[src/rtl/tv80_dma_pkg.sv]
// Shared types and widths for the tv80 bus-request DMA loader.
// Latency: n/a (declarations only).
// Backpressure: n/a.
package tv80_dma_pkg;

  localparam int ADDR_W = 16;
  localparam int DATA_W = 8;
  localparam int TO_W   = 8;
  localparam int WC_W   = 4;

  typedef enum logic [2:0] {
    IDLE,
    REQ,
    XFER,
    WRITE,
    REL
  } dma_state_t;

  typedef struct packed {
    logic [ADDR_W-1:0] a;
    logic [DATA_W-1:0] dat;
    logic              mreq_n;
    logic              rd_n;
    logic              wr_n;
  } mem_bus_t;

endpackage

[src/rtl/tv80_bus_mux.sv]
// Memory-side select between the CPU bus and the DMA write port.
// Latency: combinational.
// Backpressure: none; the owner flag alone decides who drives.
module tv80_bus_mux
  import tv80_dma_pkg::*;
(
  input  logic              owner,
  input  logic [ADDR_W-1:0] cpu_a,
  input  logic [DATA_W-1:0] cpu_do,
  input  logic              cpu_mreq_n,
  input  logic              cpu_rd_n,
  input  logic              cpu_wr_n,
  input  logic [ADDR_W-1:0] dma_a,
  input  logic [DATA_W-1:0] dma_do,
  input  logic              dma_strb_n,
  output logic [ADDR_W-1:0] mem_a,
  output logic [DATA_W-1:0] mem_do,
  output logic              mem_mreq_n,
  output logic              mem_rd_n,
  output logic              mem_wr_n
);

  mem_bus_t cpu_bus;
  mem_bus_t dma_bus;
  mem_bus_t mem_bus;

  // The DMA side only ever writes, so its read strobe is tied inactive.
  always_comb begin
    cpu_bus = '{a: cpu_a, dat: cpu_do, mreq_n: cpu_mreq_n, rd_n: cpu_rd_n, wr_n: cpu_wr_n};
    dma_bus = '{a: dma_a, dat: dma_do, mreq_n: dma_strb_n, rd_n: 1'b1, wr_n: dma_strb_n};
    mem_bus = owner ? dma_bus : cpu_bus;
  end

  assign mem_a      = mem_bus.a;
  assign mem_do     = mem_bus.dat;
  assign mem_mreq_n = mem_bus.mreq_n;
  assign mem_rd_n   = mem_bus.rd_n;
  assign mem_wr_n   = mem_bus.wr_n;

endmodule

[src/rtl/tv80_dma_arbiter.sv]
// Takes the tv80 bus via BUSRQ/BUSAK and bursts a byte stream into consecutive addresses.
// Latency: one byte per WR_CYCLES+1 cycles once the bus is granted.
// Backpressure: dat_ready only in XFER with the bus held; losing BUSAK aborts the burst.
module tv80_dma_arbiter
  import tv80_dma_pkg::*;
#(
  parameter int WR_CYCLES   = 1,
  parameter int ACK_TIMEOUT = 255
) (
  input  logic              clk,
  input  logic              reset_n,
  input  logic              start,
  input  logic [ADDR_W-1:0] base,
  input  logic [15:0]       len,
  input  logic [DATA_W-1:0] dat,
  input  logic              dat_valid,
  output logic              dat_ready,
  output logic              busy,
  output logic              done,
  output logic              err,
  output logic              owner,
  output logic              cpu_busrq_n,
  input  logic              cpu_busak_n,
  input  logic [ADDR_W-1:0] cpu_a,
  input  logic [DATA_W-1:0] cpu_do,
  input  logic              cpu_mreq_n,
  input  logic              cpu_rd_n,
  input  logic              cpu_wr_n,
  output logic [ADDR_W-1:0] mem_a,
  output logic [DATA_W-1:0] mem_do,
  output logic              mem_mreq_n,
  output logic              mem_rd_n,
  output logic              mem_wr_n
);

  localparam logic [TO_W-1:0] TO_LAST = TO_W'(ACK_TIMEOUT - 1);
  localparam logic [WC_W-1:0] WC_LAST = WC_W'(WR_CYCLES - 1);

  dma_state_t        state, state_nx;
  logic [ADDR_W-1:0] addr;
  logic [15:0]       count;
  logic [DATA_W-1:0] data_r;
  logic [TO_W-1:0]   to_cnt;
  logic [WC_W-1:0]   wr_cnt;
  logic              done_r;
  logic              err_r;

  logic start_ok, zero_start, byte_acc, wr_last, abort, timeout, rel_done;
  logic in_bus, to_hit, dma_strb_n;

  assign to_hit = (ACK_TIMEOUT != 0) && (to_cnt == TO_LAST);

  always_comb begin
    state_nx   = state;
    start_ok   = 1'b0;
    zero_start = 1'b0;
    byte_acc   = 1'b0;
    wr_last    = 1'b0;
    abort      = 1'b0;
    timeout    = 1'b0;
    rel_done   = 1'b0;
    case (state)
      IDLE: begin
        if (start) begin
          if (len == 16'd0) begin
            zero_start = 1'b1;
          end else begin
            start_ok = 1'b1;
            state_nx = REQ;
          end
        end
      end
      REQ: begin
        if (!cpu_busak_n) begin
          state_nx = XFER;
        end else if (to_hit) begin
          timeout  = 1'b1;
          state_nx = REL;
        end
      end
      XFER: begin
        if (cpu_busak_n) begin
          abort    = 1'b1;
          state_nx = REL;
        end else if (dat_valid) begin
          byte_acc = 1'b1;
          state_nx = WRITE;
        end
      end
      WRITE: begin
        if (cpu_busak_n) begin
          abort    = 1'b1;
          state_nx = REL;
        end else if (wr_cnt == WC_LAST) begin
          wr_last  = 1'b1;
          state_nx = (count == 16'd1) ? REL : XFER;
        end
      end
      REL: begin
        if (cpu_busak_n) begin
          rel_done = 1'b1;
          state_nx = IDLE;
        end
      end
      default: state_nx = IDLE;
    endcase
  end

  always_ff @(posedge clk) begin
    if (!reset_n) begin
      state  <= IDLE;
      addr   <= '0;
      count  <= '0;
      data_r <= '0;
      to_cnt <= '0;
      wr_cnt <= '0;
      done_r <= 1'b0;
      err_r  <= 1'b0;
    end else begin
      state  <= state_nx;
      done_r <= zero_start | rel_done;
      if (zero_start | start_ok) begin
        err_r <= 1'b0;
      end else if (abort | timeout) begin
        err_r <= 1'b1;
      end
      if (start_ok) begin
        addr   <= base;
        count  <= len;
        to_cnt <= '0;
      end else if (state == REQ) begin
        to_cnt <= to_cnt + 1'b1;
      end
      if (byte_acc) begin
        data_r <= dat;
        wr_cnt <= '0;
      end else if (state == WRITE) begin
        wr_cnt <= wr_cnt + 1'b1;
      end
      if (wr_last) begin
        addr  <= addr + 16'd1;
        count <= count - 16'd1;
      end
    end
  end

  // Gating ownership with BUSAK means a lost grant drops the DMA drivers in the same cycle.
  assign in_bus      = (state == XFER) || (state == WRITE);
  assign owner       = in_bus && !cpu_busak_n;
  assign dat_ready   = (state == XFER) && !cpu_busak_n;
  assign cpu_busrq_n = !((state == REQ) || in_bus);
  assign busy        = (state != IDLE);
  assign done        = done_r;
  assign err         = err_r;
  assign dma_strb_n  = (state != WRITE);

  tv80_bus_mux u_mux (
    .owner      (owner),
    .cpu_a      (cpu_a),
    .cpu_do     (cpu_do),
    .cpu_mreq_n (cpu_mreq_n),
    .cpu_rd_n   (cpu_rd_n),
    .cpu_wr_n   (cpu_wr_n),
    .dma_a      (addr),
    .dma_do     (data_r),
    .dma_strb_n (dma_strb_n),
    .mem_a      (mem_a),
    .mem_do     (mem_do),
    .mem_mreq_n (mem_mreq_n),
    .mem_rd_n   (mem_rd_n),
    .mem_wr_n   (mem_wr_n)
  );

endmodule

[config.mk]
export PLATFORM = sky130hd
export DESIGN_NAME = tv80_dma_arbiter
export DESIGN_NICKNAME = d
export VERILOG_FILES = /design/src/rtl/tv80_dma_pkg.sv /design/src/rtl/tv80_bus_mux.sv /design/src/rtl/tv80_dma_arbiter.sv
export SDC_FILE = /design/constraint.sdc
export NUM_CORES = 1
export LEC_CHECK = 0
export CORE_ASPECT_RATIO = 1.75
export CORE_MARGIN = 1.5
export CORE_UTILIZATION = 47
export CTS_CLUSTER_DIAMETER = 30
export DETAILED_ROUTE_END_ITERATION = 8
export PLACE_DENSITY = 0.88
export SLEW_MARGIN = 20
export SYNTH_ARGS = -nofsm -noshare
export SYNTH_HDL_FRONTEND = slang
export SYNTH_SLANG_ARGS = --single-unit
[constraint.sdc]
create_clock -name clk -period 2.3 [get_ports clk]
set_clock_uncertainty 0.05 [all_clocks]
set_input_delay 0.46 -clock clk [delete_from_list [all_inputs] [get_ports clk]]
set_output_delay 0.46 -clock clk [all_outputs]
set_load 0.05 [all_outputs]
After elaboration in Yosys (flattened, before gate mapping)
Cells that the tools add are included.
{"block": "word_totals", "register_bits": 57, "inputBits": 72, "out_inout_bits": 33}
{"block": "op_classes", "n_addsub": 4, "eq_ne": 13, "n_mux": 34, "bitwise": 4, "n_reduce_logical": 16}
{"operator": "$mux W16", "n": 4}
{"operator": "$mux W3", "n": 10}
{"operator": "$mux W27", "n": 1}
{"operator": "$mux W1", "n": 18}
{"operator": "$add A16 B1 Y16 const B", "n": 1}
{"operator": "$eq A16 B1 Y1 const B", "n": 1}
{"operator": "$logic_not A16 Y1", "n": 1}
{"operator": "$sub A16 B1 Y16 const B", "n": 1}
{"operator": "$pmux W3 S5", "n": 1}
{"operator": "$ne A3 B3 Y1 const B", "n": 3}
{"operator": "$add A8 B1 Y8 const B", "n": 1}
{"operator": "$eq A8 B8 Y1 const B", "n": 1}
{"operator": "$reduce_or A2 Y1", "n": 4}
{"operator": "$eq A3 B2 Y1 const B", "n": 2}
{"operator": "$ne A2 B2 Y1 const B", "n": 3}
{"operator": "$reduce_and A6 Y1", "n": 1}
{"operator": "$add A4 B1 Y4 const B", "n": 1}
{"operator": "$logic_not A4 Y1", "n": 1}
{"operator": "$eq A3 B1 Y1 const B", "n": 1}
{"operator": "$eq A3 B3 Y1 const B", "n": 1}
{"operator": "$logic_not A3 Y1", "n": 1}
{"operator": "$ne A3 B2 Y1 const B", "n": 1}
{"operator": "$or A1 B1 Y1", "n": 3}
{"operator": "$reduce_bool A3 Y1", "n": 1}
{"operator": "other kinds (5)", "n": 8}

Logic depth before layout (Yosys ltp)
{"block": "logic_depth", "ltp_word": 6, "ltp_mapped": 9}

Modules after synthesis
From an unflattened synthesis, not the netlist that was laid out.
{"block": "hier_totals", "hier_cells": 379, "area_unflattened_um2": 3299.4}
{"module": "tv80_dma_arbiter", "n_inst": 1, "cells_each": 349, "area_each_um2": 2877.8}
{"module": "tv80_bus_mux", "n_inst": 1, "cells_each": 30, "area_each_um2": 421.7}

Worst setup path before layout
OpenSTA, ideal clock, no wires.
{"block": "synth_path", "path_kind": "input to output", "from": "input port cpu_busak_n", "to": "output port mem_a[10]", "arrival_time_ns": 2.203, "required_ns": 1.790, "slack_ns": -0.413, "cell_stages": 3, "path_cell_list": "or3b_2 buf_2 o21ai_0"}
{"block": "synth_via", "elab_chain_len": 3}
{"item": "start: declaration", "line_no": "tv80_dma_arbiter.sv:23", "text": "input logic cpu_busak_n,"}
{"item": "$logic_not A1 Y1", "line_no": "tv80_dma_arbiter.sv:149", "text": "assign owner = in_bus && !cpu_busak_n;"}
{"item": "$logic_and A1 B1 Y1", "line_no": "tv80_dma_arbiter.sv:149"}
{"item": "$mux W27", "line_no": "tv80_bus_mux.sv:31", "text": "mem_bus = owner ? dma_bus : cpu_bus;"}
{"item": "end: declaration", "line_no": "tv80_dma_arbiter.sv:29", "text": "output logic [ADDR_W-1:0] mem_a,"}
Every way passes these cells.

Final worst setup path
{"block": "layout_path", "from": "register state[2]", "to": "output port mem_a[12]"}
{"block": "layout_via", "elab_chain_len": 4}
{"item": "start: declaration", "line_no": "tv80_dma_arbiter.sv:39", "text": "dma_state_t state, state_nx;"}
{"item": "start signal: assignment", "line_no": "tv80_dma_arbiter.sv:120", "text": "state <= state_nx;"}
{"item": "$eq A3 B2 Y1", "line_no": "tv80_dma_arbiter.sv:148", "text": "assign in_bus = (state == XFER) || (state == WRITE);"}
{"item": "$logic_or A1 B1 Y1 *", "line_no": "tv80_dma_arbiter.sv:148"}
{"item": "$logic_and A1 B1 Y1 *", "line_no": "tv80_dma_arbiter.sv:149"}
{"item": "$mux W27 *", "line_no": "tv80_bus_mux.sv:31"}
Mark *: on every way between the ends. The rest lies on a longest branch, timed or not.

==> flow_results.xml <==
<?xml version="1.0" encoding="UTF-8"?>
<metrics>
  <group name="status">
    <metric name="result_of_the_run" unit="">finished, final reports clean</metric>
  </group>
  <group name="global_route">
    <metric name="grt-ovfl-total" unit="">0</metric>
    <metric name="track_usage" unit="">0.325</metric>
    <metric name="via_count_of_the_first_global_routing_pass" unit="">4039</metric>
    <metric name="antenna_found_initial" unit="">0</metric>
    <metric name="global_route_wire_length_before_repair" unit="um">19200</metric>
    <metric name="maximum_number_of_pins_on_one_net_before_global_route_repair" unit="">35</metric>
  </group>
  <group name="clock_network">
    <metric name="clock_tree.htree_level_count" unit="">3</metric>
    <metric name="clkTransAtPathRegs" unit="ns">0.05</metric>
    <metric name="cts_tree" unit="">done</metric>
    <metric name="cts-hold-fix-buffers" unit="">0</metric>
    <metric name="clk_path_buf_depth" unit="">2</metric>
    <metric name="clock_latency" unit="ns">0.34</metric>
    <metric name="cts.sink_count" unit="">57</metric>
    <metric name="clk_root_buffer_cell" unit="">clkbuf_16</metric>
    <metric name="tritoncts.num_buffers" unit="">9</metric>
  </group>
  <group name="die">
    <metric name="initial_standard_cell_utilization_of_the_core" unit="">0.491</metric>
    <metric name="die_h" unit="um">115</metric>
    <metric name="core_area" unit="mm^2">0.00691</metric>
    <metric name="design.die.area" unit="mm^2">0.00776</metric>
    <metric name="rows" unit="">40</metric>
    <metric name="top_level_ports" unit="">105</metric>
    <metric name="die_x" unit="um">67.2</metric>
  </group>
  <group name="final_layout">
    <metric name="antennaDiodeCount" unit="">0</metric>
    <metric name="design.final.nets" unit="">673</metric>
    <metric name="finish.utilization" unit="">0.773</metric>
    <metric name="final_area" unit="mm^2">0.00534</metric>
    <metric name="drive_gt1_frac" unit="">0.253</metric>
    <metric name="fillers" unit="">464</metric>
    <metric name="area_growth_from_synthesis_to_final_layout" unit="%">57.3</metric>
  </group>
  <group name="timing">
    <metric name="slew_violations" unit="">0</metric>
    <metric name="slew-limit-headroom" unit="">0.673</metric>
    <metric name="grt_setup_unrepaired" unit="">false</metric>
    <metric name="finalCriticalPeriod" unit="ns">2.26</metric>
    <metric name="report.final.setup_viol" unit="">0</metric>
    <metric name="setup_total_negative_slack" unit="ns">0</metric>
    <metric name="highest_clock_rate" unit="GHz">0.442</metric>
    <metric name="final_min_period_over_clock_period" unit="">0.984</metric>
    <metric name="finalHoldViolations" unit="">0</metric>
    <metric name="worstMarginPinSlew" unit="ns">0.488</metric>
  </group>
  <group name="logic_synthesis">
    <metric name="synthSimpleGateAreaFrac" unit="">0.360</metric>
    <metric name="yosysWarnings" unit="">0</metric>
    <metric name="synth.lib_cells_used.distinct" unit="">65</metric>
    <metric name="synth.avg_cell_area" unit="um^2">7.59</metric>
    <metric name="syn_inst" unit="">447</metric>
    <metric name="synth_edf_count" unit="">0</metric>
    <metric name="syn-cell-area" unit="mm^2">0.00339</metric>
    <metric name="muxShareOfSynthArea" unit="">0</metric>
    <metric name="ys_ff_latch" unit="">57</metric>
    <metric name="seq_total_area_yosys" unit="">0.336</metric>
    <metric name="synth_nets" unit="">526</metric>
    <metric name="synth_top_family_by_area" unit="">simple AND/OR/NAND/NOR gates</metric>
    <metric name="synth-main-ff-cell" unit="">dfxtp_1</metric>
    <metric name="synth-async-reset-ratio" unit="">0</metric>
    <metric name="synth-adder-area-share" unit="">0.0258</metric>
    <metric name="synth_compound_area_frac" unit="">0.191</metric>
    <metric name="synth-xor-area-share" unit="">0.0387</metric>
  </group>
  <group name="power">
    <metric name="cellLeakagePower" unit="nW">2.14</metric>
    <metric name="power-per-cell-area" unit="mW/mm^2">757</metric>
    <metric name="ir_drop" unit="uV">683</metric>
  </group>
  <group name="place">
    <metric name="global_placement_routability_congestion" unit="">0.875</metric>
    <metric name="placement.io_buffers" unit="">104</metric>
    <metric name="post_dp_cell_area" unit="mm^2">0.00486</metric>
    <metric name="detailedPlacementHpwl" unit="um">8090</metric>
  </group>
  <group name="critical_path">
    <metric name="timing.critical_path.arrival" unit="ns">1.75</metric>
    <metric name="worstSetupStartpointType" unit="">flop</metric>
    <metric name="critical_path.max_fanout" unit="">7</metric>
    <metric name="worst-r2r-setup-slack" unit="ns">0.17</metric>
    <metric name="end_kind" unit="">primary output</metric>
    <metric name="critical_path_class" unit="">reg2out</metric>
    <metric name="timing.critical_path.required" unit="ns">1.79</metric>
  </group>
  <group name="worst_hold_path">
    <metric name="worstHoldPathType" unit="">reg2reg</metric>
  </group>
  <group name="drt">
    <metric name="routedWlPerCell" unit="um">17.8</metric>
    <metric name="detailedRoute.firstPassIterationCount" unit="">7</metric>
    <metric name="antenna_violating_nets_post_route" unit="">0</metric>
    <metric name="post-route-drc-count" unit="">0</metric>
    <metric name="1st_iter_drt_viols" unit="">386</metric>
    <metric name="num_vias" unit="">4121</metric>
    <metric name="post_drt_via_cell_ratio" unit="">6.04</metric>
    <metric name="drt-total-wl" unit="um">12100</metric>
  </group>
  <group name="flow_run">
    <metric name="drv.max_cap_violation_count" unit="">0</metric>
  </group>
</metrics>
-- cells in the final DEF (no fill, tap or decap), types with 8 or more instances in the layout --
cell	count
nand2_1	82
clkdlybuf4s50_1	72
buf_4	63
dfxtp_1	55
nor2_1	38
a21oi_1	35
nand3_1	27
nand2_2	21
nor3_1	14
o21ai_0	13
buf_6	11
nand4_1	10
clkbuf_16	9
a211oi_1	8
xor2_1	8
-- area by class of cell --
type,instances,area (um^2),area share
Inverter,9,38.8,0.00727
Timing Repair Buffer,158,1540,0.288
Clock inverter,5,80.1,0.0150
Clock buffer,10,239,0.0448
Tap cell,84,105,0.0197
Multi-Input combinational cell,359,2190,0.411
Sequential cell,57,1140,0.214
-- path summary, 6_finish.rpt --
path | cells past startpoint | end | start
min reg2reg | 2 | data_r[4] | data_r[4]
min | 2 | data_r[4] | data_r[4]
max | 7 | mem_a[12] | state[2]
max reg2reg | 8 | addr[7] | wr_cnt[0]
-- power by group --
part,switching (W),internal (W)
logic,0.000732,0.000609
registers,0.000154,0.00110
clock network,0.000477,0.000968
total,0.00136,0.00268
-- what timing repair did --
| item | 4_1_cts | 5_1_grt |
|---|---|---|
| resized for setup | 21 | 10 |
| pin swaps | 2 | 2 |
| endpoints found under the hold margin | 0 | 0 |
| setup endpoints to repair | 31 | 25 |
| buffers inserted | 1 | 1 |
| cloned | 1 | 0 |
-- state kept, by name, summed over array words and instances (netlist names) --
register	count
to_cnt	8
state	3
count	16
data_r	8
done	1
addr	16
wr_cnt	4
err	1
-- logic make-up after synthesis --
logic type	Yosys count
adders and majority gates	7
xor gates and xnor gates	15
DFF	57
buffers and inverters	31
AOI/OAI and AO/OA	96
and+or+nand+nor	241
-- through the flow --
stage,hold slack (ns),worst slack [ns],cells,total power (W)
6_report,0.405,0.0379,682,0.00404
3_5_place_dp,0.397,-0.244,665,0.00252
4_1_cts,0.405,0.0000928,682,0.00399
5_1_grt,0.438,0.00544,682,0.00419
2_1_floorplan,0.384,-0.0979,447,0.00199
3_3_place_gp,0.394,-0.211,665,0.00249
-- cells in the mapped netlist (all sizes together), types with 2 or more instances --
cell	count	area, um^2
clkinv	2	7.51
nor3b	2	25.0
nand2	104	403
or2	2	15.0
or3b	2	20.0
ha	7	87.6
xor2	8	70.1
nor4	10	92.6
a22oi	4	30.0
nor3	16	90.1
clkbuf	10	57.6
nand4	10	62.6
and4	3	26.3
a32o	2	20.0
nand2b	2	12.5
a31oi	3	18.8
and3	4	25.0
a311oi	2	17.5
dfxtp	57	1140
xnor2	7	61.3
buf	12	71.3
a211oi	8	60.1
or4	5	37.5
o21ai	15	78.8
inv	7	26.3
a2bb2oi	6	52.6
or3	5	31.3
o211a	2	20.0
a21oi	36	184
nand3	27	135
o21a	2	15.0
a2111oi	4	42.5
o31ai	2	15.0
nor2	42	163
-- worst max-delay path: stages, from the launching register on --
cell	delay, ns
dfxtp_2	0.35
or3b_4	0.44
clkinv_4	0.07
buf_12	0.10
buf_4	0.13
nand2_1	0.07
nand2_2	0.06
buf_4	0.18
-- per-layer routing --
metal	GRT usage	wire [um]
met1	0.347	4240
met2	0.562	6520
met3	0.0757	784
met4	0.197	578
met5	0	0
Note: power is estimated with default switching activity, not from simulation.
